===== config.mk =====
export PLATFORM = sky130hd
export DESIGN_NAME = diff_fm_wb_ctrl
export DESIGN_NICKNAME = d
export VERILOG_FILES = /design/src/rtl/diff_fm_wb_ctrl.sv
export SDC_FILE = /design/constraint.sdc
export NUM_CORES = 1
export LEC_CHECK = 0
export CORE_UTILIZATION = 29
export DETAILED_ROUTE_END_ITERATION = 10
export PLACE_DENSITY = 0.59
export SLEW_MARGIN = 20
export SYNTH_ARGS = -nofsm -noshare
export SYNTH_HDL_FRONTEND = slang
export SYNTH_SLANG_ARGS = --single-unit

===== constraint.sdc =====
create_clock -name clk -period 1.8 [get_ports clk]
set_input_delay 0.36 -clock clk [delete_from_list [all_inputs] [get_ports clk]]
set_output_delay 0.36 -clock clk [all_outputs]
set_load 0.05 [all_outputs]

===== src/rtl/diff_fm_wb_ctrl.sv =====
// Write-back controller for one PE column: ReLU + saturating shift requantisation,
// sequential fill of the feature-map buffer port A and ping-pong bank swap.
module diff_fm_wb_ctrl #(
  parameter int ACC_W             = 16,
  parameter int BIT_LENGTH        = 8,
  parameter int CONF_FM_BUF_DEPTH = 16,
  parameter int DEPTH             = CONF_FM_BUF_DEPTH,
  parameter int ADDR_W            = $clog2(DEPTH)
) (
  input  logic                  clk,
  input  logic                  rst_n,
  input  logic                  layer_start_i,
  input  logic [ADDR_W:0]       layer_len_i,
  input  logic [3:0]            shift_i,
  input  logic [ACC_W-1:0]      wb_data_i,
  input  logic                  wb_valid_i,
  output logic                  wb_ready_o,
  input  logic                  rd_release_i,
  output logic [ADDR_W-1:0]     addra,
  output logic [BIT_LENGTH-1:0] dina,
  output logic                  wea,
  output logic                  ena,
  output logic                  ping_pong,
  output logic                  layer_done_o,
  output logic                  err_o
);

  typedef enum logic [1:0] {IDLE, FILL, WAIT_SWAP} state_t;

  localparam logic [ADDR_W:0]       DEPTH_L = (ADDR_W+1)'(DEPTH);
  localparam logic [ACC_W-1:0]      SAT_W   = ACC_W'((1 << (BIT_LENGTH-1)) - 1);
  localparam logic [BIT_LENGTH-1:0] SAT_B   = BIT_LENGTH'((1 << (BIT_LENGTH-1)) - 1);

  state_t                state_q, state_d;
  logic [ADDR_W:0]       len_q, len_d;
  logic [3:0]            shift_q, shift_d;
  logic [ADDR_W-1:0]     cnt_q, cnt_d;
  logic                  ready_q, ready_d;
  logic                  ena_q, ena_d;
  logic [ADDR_W-1:0]     addra_q, addra_d;
  logic [BIT_LENGTH-1:0] dina_q, dina_d;
  logic                  pp_q, pp_d;
  logic                  done_q, done_d;
  logic                  err_q, err_d;
  logic                  rd_free_q, rd_free_d;

  logic                  accept;
  logic                  last;
  logic                  len_ok;
  logic [ADDR_W:0]       len_m1;
  logic [ACC_W-1:0]      shifted;
  logic [BIT_LENGTH-1:0] requant;

  assign accept  = wb_valid_i & ready_q;
  assign len_m1  = len_q - 1'b1;
  assign last    = ({1'b0, cnt_q} == len_m1);
  assign len_ok  = (layer_len_i != '0) && (layer_len_i <= DEPTH_L);
  assign shifted = wb_data_i >> shift_q;

  // Negative results clamp to zero; positive ones saturate at the signed max.
  always_comb begin
    requant = '0;
    if (!wb_data_i[ACC_W-1])
      requant = (shifted > SAT_W) ? SAT_B : shifted[BIT_LENGTH-1:0];
  end

  always_comb begin
    state_d   = state_q;
    len_d     = len_q;
    shift_d   = shift_q;
    cnt_d     = cnt_q;
    ena_d     = 1'b0;
    addra_d   = addra_q;
    dina_d    = dina_q;
    pp_d      = pp_q;
    done_d    = 1'b0;
    err_d     = err_q;
    rd_free_d = rd_free_q | rd_release_i;
    case (state_q)
      IDLE: begin
        if (layer_start_i) begin
          if (len_ok) begin
            len_d   = layer_len_i;
            shift_d = shift_i;
            cnt_d   = '0;
            state_d = FILL;
          end else begin
            err_d = 1'b1;
          end
        end
      end
      FILL: begin
        if (layer_start_i) err_d = 1'b1;
        if (accept) begin
          ena_d   = 1'b1;
          addra_d = cnt_q;
          dina_d  = requant;
          if (last) state_d = WAIT_SWAP;
          else      cnt_d   = cnt_q + 1'b1;
        end
      end
      WAIT_SWAP: begin
        if (layer_start_i) err_d = 1'b1;
        // A release arriving in the swap cycle is consumed by this swap.
        if (rd_free_q || rd_release_i) begin
          pp_d      = ~pp_q;
          rd_free_d = 1'b0;
          done_d    = 1'b1;
          state_d   = IDLE;
        end
      end
      default: state_d = IDLE;
    endcase
    ready_d = (state_d == FILL);
  end

  always_ff @(posedge clk or negedge rst_n) begin
    if (!rst_n) begin
      state_q   <= IDLE;
      len_q     <= '0;
      shift_q   <= '0;
      cnt_q     <= '0;
      ready_q   <= 1'b0;
      ena_q     <= 1'b0;
      addra_q   <= '0;
      dina_q    <= '0;
      pp_q      <= 1'b0;
      done_q    <= 1'b0;
      err_q     <= 1'b0;
      rd_free_q <= 1'b1;
    end else begin
      state_q   <= state_d;
      len_q     <= len_d;
      shift_q   <= shift_d;
      cnt_q     <= cnt_d;
      ready_q   <= ready_d;
      ena_q     <= ena_d;
      addra_q   <= addra_d;
      dina_q    <= dina_d;
      pp_q      <= pp_d;
      done_q    <= done_d;
      err_q     <= err_d;
      rd_free_q <= rd_free_d;
    end
  end

  assign wb_ready_o   = ready_q;
  assign ena          = ena_q;
  assign wea          = ena_q;
  assign addra        = addra_q;
  assign dina         = dina_q;
  assign ping_pong    = pp_q;
  assign layer_done_o = done_q;
  assign err_o        = err_q;

endmodule


==> results_dict.tcl, run 1 <==
set metrics [dict create \
    status "finished with violations" \
    violations "negative setup slack" \
    regToRegSetupSlack_ns -0.05 \
    slew_viol_final 0 \
    syn-cell-area_um2 2250 \
    path_cells "buf_6 -> mux4_2 -> o21ai_2 -> a21oi_2 -> nor4_4 -> buf_6 -> a21oi_1" \
    cts_root_buf "clkbuf_8" \
    coreArea_um2 7370 \
    crit_required_ns 1.96 \
    swShare_pct 44.2 \
    hold_path_class "input pin to async pin" \
    synth_top_family_by_area "compound AO/OA/AOI/OAI gates" \
    r2r_cells 7 \
    cts_buffer_depth 2 \
    avgSynthCellArea_um2 9.71 \
    synth_simple_gate_area_share_pct 16.5 \
    drtAntennaViolNets 0 \
    cp_top_family "multiplexers" \
    vias 2138 \
    power.share.clock_pct 12.4 \
    ys_types 51 \
    slew_headroom_pct 68.0 \
    fill_cells 698 \
    cts_buffers 5 \
    wl_met1_um 2770 \
    synthCells 232 \
    period_share_pct 103 \
    fp.dieW_um 90.2 \
    worst_path_max_delay_cell "mux4_2" \
    timing.max_cap.violations 0 \
    nets 366 \
    num_io_pins 48 \
    power_frac_comb_pct 64.3 \
    synth_compound_area_share_pct 19.1 \
    yosysWarnings 0 \
    grt_setup_unrepaired "true" \
    wl_met2_um 3090 \
    clock_skew_ns 0.00640 \
    insertion_delay_ns 0.28 \
    initialDrtViolationCount 132 \
    crit_arrival_ns 2.02 \
    r2r_end "dina[5]" \
    wire_per_inst_um 14.7 \
    critical_path_class "flip-flop to flip-flop" \
    worstSetupPathDepth 7 \
    syn_to_final_growth_pct 53.3 \
    synthMuxAreaShare_pct 17.6 \
    worstSetupStartpoint "shift_q[1]" \
    clock.fmax_mhz 539 \
    initial_utilization_pct 30.6 \
    portBuffers 47 \
    crit_path_end_kind "flip-flop" \
    ys_ff_latch 33 \
    vias_per_cell 4.97 \
    setup_slack_ns -0.0548 \
    syn_nets 268 \
    hold_viol_final 0 \
    synth_adder_area_share_pct 3.33 \
    path_clk_slew_ns 0.07 \
    cts_tree "done" \
    path_buf_inv 2 \
    synthXorXnorAreaFrac_pct 2.72 \
    ir_worst_vdd_v 0.000778 \
    yosysTopAreaCell "dfrtp_1" \
    synth_area_leaders "dfrtp_1, mux4_2, nand2_1" \
    dr.pass1.iters 4 \
    pwr-share-seq_pct 23.3 \
    grt.total_usage_pct 16.1 \
    setup_viol 9 \
    yosysTopAreaCellShare_pct 35.5 \
    cts.sinks 33 \
    place.gp.congestion 0.858 \
    top_layer "met4" \
    slowest_delay_ns 0.53 \
    worstSetupEndpoint "dina[5]" \
    grt_overflow 0 \
    cts_max_level 2 \
    period_minus_slack_ns 1.85 \
    synth-main-ff-cell "dfrtp_1" \
    dp_hpwl_um 4660 \
    p_leak_uw 0.00154 \
    powerDensity_nw_per_um2 1670 \
    core.rowCount 31 \
    grt_start_max_net_pins 20 \
    worstMarginPinSlew_ns 0.479 \
    antenna_cells 0 \
    synth_edf_count 0 \
    antenna_found_initial 0 \
    power_uw 5780 \
    critPathMaxFanout 7 \
    die-area_um2 8130 \
    tns_ns -0.293 \
    dr_wl_met3_um 269 \
    p_int_uw 3220 \
    first_global_vias 2215 \
    wl_um 6330 \
    grt_first_pass_wirelength_um 10500 \
    startpoint_type "flip-flop" \
    drive_gt1_share_pct 41.4 \
    r2r-start "shift_q[1]" \
    ctsHoldBuffers 0 \
    crit_top_cell "buf_6" \
    drc 0 \
    p_sw_uw 2550 \
    synth-async-reset-ratio_pct 100 \
    die_h_um 90.2 \
    seq_area_frac_synth_pct 36.7 \
]
## layout make-up
cell class	instances	area (µm²)	share of cell area, %
multi-input cells	178	1490	43.0
repair buffers	102	856	24.8
flip-flops and latches	33	832	24.1
well taps	99	124	3.59
clock buffers	7	86.3	2.50
inverters	10	40.0	1.16
clock inverters	1	30.0	0.869
## flip-flops by register name, indices dropped and copies added (netlist names)
name,cells
addra,4
cnt_q,4
dina,8
ena,1
err_o,1
layer_done_o,1
len_q,5
ping_pong,1
rd_free_q,1
shift_q,4
state_q,2
wb_ready_o,1
## cell usage in the layout (no fill, tap or decap), types with 2 or more instances in the layout
master / synthesis / routed
a21oi_1: 21 / 13
a21oi_2: 0 / 8
a221oi_2: 0 / 2
buf_4: 2 / 68
buf_6: 0 / 4
clkbuf_8: 0 / 6
clkdlybuf4s50_1: 0 / 21
dfrtp_1: 32 / 28
dfrtp_2: 0 / 4
dlygate4sd2_1: 0 / 8
ha_1: 6 / 3
ha_4: 0 / 2
inv_1: 10 / 6
inv_2: 0 / 3
mux2_2: 9 / 7
mux2_4: 1 / 3
mux2i_1: 10 / 10
mux4_2: 8 / 8
nand2_1: 33 / 33
nand2b_1: 4 / 4
nand3_1: 4 / 3
nor2_1: 13 / 12
nor2b_1: 4 / 3
nor3_1: 4 / 4
nor4_4: 2 / 2
o21a_1: 2 / 2
o21ai_0: 17 / 10
o21ai_1: 0 / 5
o21ai_2: 0 / 2
o21bai_1: 2 / 2
o221ai_1: 2 / 2
xnor2_1: 4 / 4
xor2_1: 3 / 3
## worst min-delay path by stage
stage | end | slack [ns] | cells after the start | start
global route | len_q[1] | 0.42 | 1 | rst_n
CTS | len_q[1] | 0.40 | 1 | rst_n
finish | len_q[4] | 0.40 | 1 | rst_n
detailed placement | ping_pong | 0.46 | 1 | ping_pong
global placement | ping_pong | 0.46 | 1 | ping_pong
floorplan | addra[0] | 0.06 | 0 | rst_n
## cells by family (layout without fill, tap and decap cells)
logic type      after synthesis  after routing
xor+xnor                      7              7
flops                        33             33
buf+inv                      21            120
fa+ha+maj                     6              6
mux                          28             28
compound gates               64             64
simple gates                 73             73
## layer usage
layer / global-route usage (%) / vias up
li1: - / 1037
met3: 3.47 / 13
met5: 0 / -
met2: 26.9 / 67
met1: 20.2 / 1021
met4: 6.45 / 0
## timing repair
item                       in CTS  in global routing
pin swaps                       8                  1
setup endpoints to repair      18                 18
buffers inserted                6                  4
cloned                          0                  0
resized for setup              40                 17
## power groups by stage
stage / Sequential, µW / Clock, µW / Combinational, µW
after floorplan: 1640 / 0 / 1760
after detailed placement: 1330 / 0 / 3180
after global placement: 1330 / 0 / 3150
after global routing: 1390 / 774 / 4020
after CTS: 1330 / 742 / 3560
final: 1350 / 715 / 3710
## through the flow
stage / hold WS (ns) / cell area (µm²) / std cells / util, % / worst slack (ns)
after global placement: 0.461 / 3120 / 412 / 42.3 / -0.444
after CTS: 0.404 / 3390 / 426 / 45.9 / -0.0412
final: 0.401 / 3450 / 430 / 46.9 / -0.0548
after detailed placement: 0.457 / 3120 / 412 / 42.3 / -0.477
after floorplan: 0.0644 / 2270 / 232 / - / -0.0276
after global routing: 0.424 / 3450 / 430 / 46.9 / -0.138
## cell usage after synthesis, drive strengths merged, types with 2 or more instances
library cell	instances
nor2b	4
a221oi	2
mux2i	10
clkbuf	5
dfrtp	32
o31ai	2
a21boi	2
nand3	4
nor2	13
o21ai	17
o21bai	2
buf	6
mux4	8
mux2	10
xor2	3
o211ai	2
nand2b	4
ha	6
nand2	33
inv	10
nor3	4
o311ai	2
o21a	2
nor4	2
o221ai	2
a21oi	21
xnor2	4
(Power assumes the default switching activity.)
==> run 2, diff against run 1 <==
- CTS_BUF_LIST: unset -> sky130_fd_sc_hd__clkbuf_8
==> run 2 against run 1 <==
Effect of this change: worst setup slack barely moved; global-route usage is the same; combinational power barely moved; via count shrank 0.14%; the flow still finishes with violations (negative setup slack); largest cell class unchanged.
==> results_dict.tcl, run 2 (same netlist as run 1, synthesis figures left out) <==
set metrics [dict create \
    status "finished with violations" \
    violations "negative setup slack" \
    largest_register_ff_count 8 \
    drtAntennaViolNets 0 \
    drive_gt1_share_pct 41.4 \
    worstSetupStartpoint "shift_q[1]" \
    fp.dieW_um 90.2 \
    layout.core_utilization_pct 46.9 \
    grt.total_usage_pct 16.1 \
    initialDrtViolationCount 103 \
    seq_area_um2 832 \
    hold_ws_ns 0.401 \
    crit_top_cell "buf_6" \
    multi_input_area_um2 1490 \
    p_int_uw 3220 \
    worst_path_max_delay_cell "mux4_2" \
    cts_tree "done" \
    initial_utilization_pct 30.6 \
    antenna_cells 0 \
    cts_root_buf "clkbuf_8" \
    setup_slack_ns -0.0552 \
    crit_path_end_kind "flip-flop" \
    wire_per_inst_um 14.7 \
    insertion_delay_ns 0.28 \
    numPlacedInstances 412 \
    r2r_cells 7 \
    final_cells 430 \
    path_cells "buf_6 -> mux4_2 -> o21ai_2 -> a21oi_2 -> nor4_4 -> buf_6 -> a21oi_1" \
    powerDensity_nw_per_um2 1670 \
    nets 366 \
    grt_start_max_net_pins 20 \
    first_global_vias 2215 \
    die_h_um 90.2 \
    syn_to_final_growth_pct 53.3 \
    ir_worst_vdd_v 0.000778 \
    grt_setup_unrepaired "true" \
    die-area_um2 8130 \
    final_common_cell "buf_4" \
    vias_per_cell 4.97 \
    wl_um 6330 \
    ctsHoldBuffers 0 \
    critical_path_class "flip-flop to flip-flop" \
    critPathMaxFanout 7 \
    num_io_pins 48 \
    period_minus_slack_ns 1.86 \
    cts_buffers 5 \
    r2r_end "dina[5]" \
    period_share_pct 103 \
    cts_buffer_depth 2 \
    core.rowCount 31 \
    hold_viol_final 0 \
    slowest_delay_ns 0.53 \
    antenna_found_initial 0 \
    crit_required_ns 1.96 \
    pwr-share-seq_pct 23.3 \
    timing.max_cap.violations 0 \
    vias 2135 \
    cts.sinks 33 \
    worstSetupEndpoint "dina[5]" \
    p_sw_uw 2550 \
    startpoint_type "flip-flop" \
    worstMarginPinSlew_ns 0.480 \
    clock.fmax_mhz 539 \
    grt_first_pass_wirelength_um 10500 \
    hold_path_class "input pin to async pin" \
    swShare_pct 44.2 \
    cts_max_level 2 \
    regToRegSetupSlack_ns -0.06 \
    layout_common_cells "buf_4, nand2_1, dfrtp_1, clkdlybuf4s50_1, a21oi_1" \
    portBuffers 47 \
    fill_cells 698 \
    grt_overflow 0 \
    clock_skew_ns 0.00665 \
    r2r-start "shift_q[1]" \
    dr.pass1.iters 4 \
    crit_arrival_ns 2.02 \
    slew_headroom_pct 67.9 \
    place.gp.congestion 0.858 \
    power_frac_comb_pct 64.4 \
    path_clk_slew_ns 0.07 \
    dp_hpwl_um 4660 \
    coreArea_um2 7370 \
    drc 0 \
    slew_viol_final 0 \
    setup_viol 9 \
    power.share.clock_pct 12.3 \
    p_leak_uw 0.00154 \
]
[run 2: cell types whose count changed in the layout (fill, tap and decap cells not counted)]
cell,before,now
clkbuf_1,1,0
inv_1,6,7
[run 2: worst max-delay path, delay by kind of cell (launching register included)]
family	cells	cell delay, ns
buf+inv	2	0.30
mux	1	0.53
compound gates	3	0.32
flops	1	0.43
simple gates	1	0.15
[run 2: power by group through the flow]
| stage | sequential (µW) | clock, µW | combinational, µW |
|---|---|---|---|
| after floorplan | 1640 | 0 | 1760 |
| after global placement | 1330 | 0 | 3150 |
| after detailed placement | 1330 | 0 | 3180 |
| after CTS | 1330 | 739 | 3560 |
| after global routing | 1390 | 768 | 4020 |
| final | 1350 | 710 | 3710 |
[run 2: stage by stage]
step	area, µm²	total power, µW	setup slack (ns)	TNS (ns)
floorplan	2270	3400	-0.0276	-0.0382
global placement	3120	4480	-0.444	-7.87
detailed placement	3120	4510	-0.477	-8.42
CTS	3390	5620	-0.0412	-0.142
global route	3450	6180	-0.138	-1.14
finish	3450	5770	-0.0552	-0.293
[run 2: worst min path at each step]
| stage | to |
|---|---|
| after global placement | ping_pong |
| after detailed placement | ping_pong |
| after floorplan | addra[0] |
| final | len_q[4] |
| after global routing | len_q[1] |
| after CTS | len_q[1] |
[run 2: layout make-up]
| cell class | instances | area share [%] |
|---|---|---|
| clock buffers | 6 | 2.39 |
| clock inverters | 2 | 0.978 |
| inverters | 10 | 1.16 |
| multi-input cells | 178 | 43.0 |
| flip-flops and latches | 33 | 24.1 |
| well taps | 99 | 3.59 |
| repair buffers | 102 | 24.8 |
[run 2: timing repair]
action,in CTS,in global routing
pin swaps,8,1
setup endpoints to repair,17,18
gates resized for setup,40,17
hold endpoints to repair,0,0
setup buffers,6,4
[run 2: layer usage]
| metal | up-vias | share of wire (%) | GRT usage (%) |
|---|---|---|---|
| met3 | 13 | 4.3 | 3.47 |
| met4 | 0 | 3.2 | 6.45 |
| li1 | 1037 | - | - |
| met5 | - | 0 | 0 |
| met1 | 1020 | 44 | 20.2 |
| met2 | 65 | 49 | 26.9 |
==> run 3, diff against run 2 <==
- PLACE_DENSITY: 0.59 -> 0.57
- SLEW_MARGIN: 20 -> unset
- clock period: 1.8 -> 1.9 ns (I/O delays scaled with it)
==> run 3 against run 2 <==
Effect of this change: the run now ends clean; die area unchanged; cell count is 1.6% lower; worst setup slack gained 0.066 ns; wire length decreased by 4.2%; combinational power fell by 12%; critical path depth unchanged; power decreased by 11%; non-clock buffer count fell by 7; clock skew hardly changed; via count down 2.8%; largest cell class unchanged; largest power group unchanged.
==> results_dict.tcl, run 3 (same netlist as run 1, synthesis figures left out) <==
set metrics [dict create \
    drive_gt1_share_pct 37.0 \
    slew_headroom_pct 67.0 \
    pwr-share-seq_pct 25.0 \
    min_to "ping_pong" \
    clock.fmax_mhz 529 \
    status "completed" \
    die_h_um 90.2 \
    critical_path_class "flip-flop to flip-flop" \
    dr.pass1.iters 4 \
    path_clk_slew_ns 0.07 \
    place.gp.congestion 0.816 \
    initial_utilization_pct 30.6 \
    swShare_pct 44.9 \
    antenna_found_initial 0 \
    largest_register_ff_count 8 \
    insertion_delay_ns 0.28 \
    setup_slack_ns 0.0104 \
    final_common_cell "buf_4" \
    initialDrtViolationCount 109 \
    cts_tree "done" \
    syn_to_final_growth_pct 48.7 \
    timing.max_cap.violations 0 \
    power.share.clock_pct 11.3 \
    period_minus_slack_ns 1.89 \
    seq_area_um2 831 \
    wire_per_inst_um 14.3 \
    grt_overflow 0 \
    antenna_cells 0 \
    cts.sinks 33 \
    dp_hpwl_um 4420 \
    multi_input_area_um2 1440 \
    cts_buffers 5 \
    vias 2076 \
    crit_required_ns 2.08 \
    startpoint_type "flip-flop" \
    grt_setup_unrepaired "true" \
    die-area_um2 8130 \
    period_share_pct 99.5 \
    cts_root_buf "clkbuf_8" \
    powerDensity_nw_per_um2 1540 \
    wl_um 6060 \
    setup_viol 0 \
    grt_first_pass_wirelength_um 9700 \
    grt_start_max_net_pins 34 \
    nets 359 \
    hold_path_class "flip-flop to flip-flop" \
    r2r_cells 7 \
    vias_per_cell 4.91 \
    drtAntennaViolNets 0 \
    fp.dieW_um 90.2 \
    crit_arrival_ns 2.07 \
    hold_depth 1 \
    slew_viol_final 0 \
    crit_path_end_kind "flip-flop" \
    r2r-start "len_q[0]" \
    post-place-ws_ns -0.399 \
    p_sw_uw 2310 \
    ir_worst_vdd_v 0.000698 \
    cts_buffer_depth 2 \
    hp-start "ping_pong" \
    power_frac_comb_pct 63.7 \
    critPathMaxFanout 5 \
    core.rowCount 31 \
    worstMarginPinSlew_ns 0.493 \
    fill_cells 712 \
    cts_max_level 2 \
    grt.total_usage_pct 14.7 \
    regToRegSetupSlack_ns 0.01 \
    layout_common_cells "buf_4, nand2_1, dfrtp_1, clkdlybuf4s50_1, a21oi_1" \
    clock_skew_ns 0.00710 \
    ctsHoldBuffers 0 \
    num_io_pins 48 \
    drc 0 \
    hold_viol_final 0 \
    p_leak_uw 0.00150 \
    first_global_vias 2026 \
    p_int_uw 2840 \
    r2r_end "cnt_q[2]" \
    coreArea_um2 7370 \
    portBuffers 47 \
    tns_ns 0 \
]
[run 3: how the worst max path moves through the flow]
stage / start / end / depth (start not counted)
floorplan: len_q[0] / cnt_q[3] / 6
CTS: len_q[1] / cnt_q[3] / 6
detailed placement: wb_data_i[14] / dina[1] / 6
global placement: wb_data_i[14] / dina[1] / 6
finish: len_q[0] / cnt_q[2] / 7
global route: len_q[0] / wb_ready_o / 7
[run 3: repair_timing]
action                                  4_1_cts  5_1_grt
resized for setup                            12       29
endpoints found under the setup margin       13       15
pin swaps                                     2        8
setup buffers                                 3        4
gates cloned                                  0        0
[run 3: worst max-delay path, cell delays in order (launching register included)]
cell     delay [ns]
dfrtp_1        0.39
inv_2          0.08
ha_4           0.16
xor2_2         0.15
nor3_2         0.06
o311a_4        0.39
or2_2          0.33
o31ai_1        0.23
[run 3: power groups by stage]
stage                     Combinational [µW]  Clock (µW)  Sequential, µW
after floorplan                         1640           0            1550
after global placement                  2920           0            1280
after detailed placement                2940           0            1280
after CTS                               3050         601            1290
after global routing                    3550         632            1330
final                                   3280         582            1290
[run 3: per-layer routing]
metal,vias to the layer above,wire (µm),global-route usage (%)
li1,1027,-,-
met1,974,2800,19.8
met4,0,42,3.09
met3,5,298,3.38
met2,70,2930,24.0
met5,-,0,0
[run 3: final cells by class]
cell class              instances  share of cell area (%)
repair buffers                 95                    24.3
well taps                      99                    3.70
clock buffers                   7                    2.88
clock inverters                 1                   0.149
flip-flops and latches         33                    24.8
inverters                      10                    1.23
multi-input cells             178                    43.0
[run 3: stage by stage]
stage / instances / hold WS [ns] / instance area, µm² / utilization [%] / total power [µW]
floorplan: 232 / 0.0844 / 2260 / - / 3190
global placement: 408 / 0.460 / 3070 / 41.6 / 4200
detailed placement: 408 / 0.461 / 3070 / 41.6 / 4220
CTS: 419 / 0.479 / 3210 / 43.6 / 4940
global route: 423 / 0.491 / 3350 / 45.5 / 5510
finish: 423 / 0.477 / 3350 / 45.5 / 5160
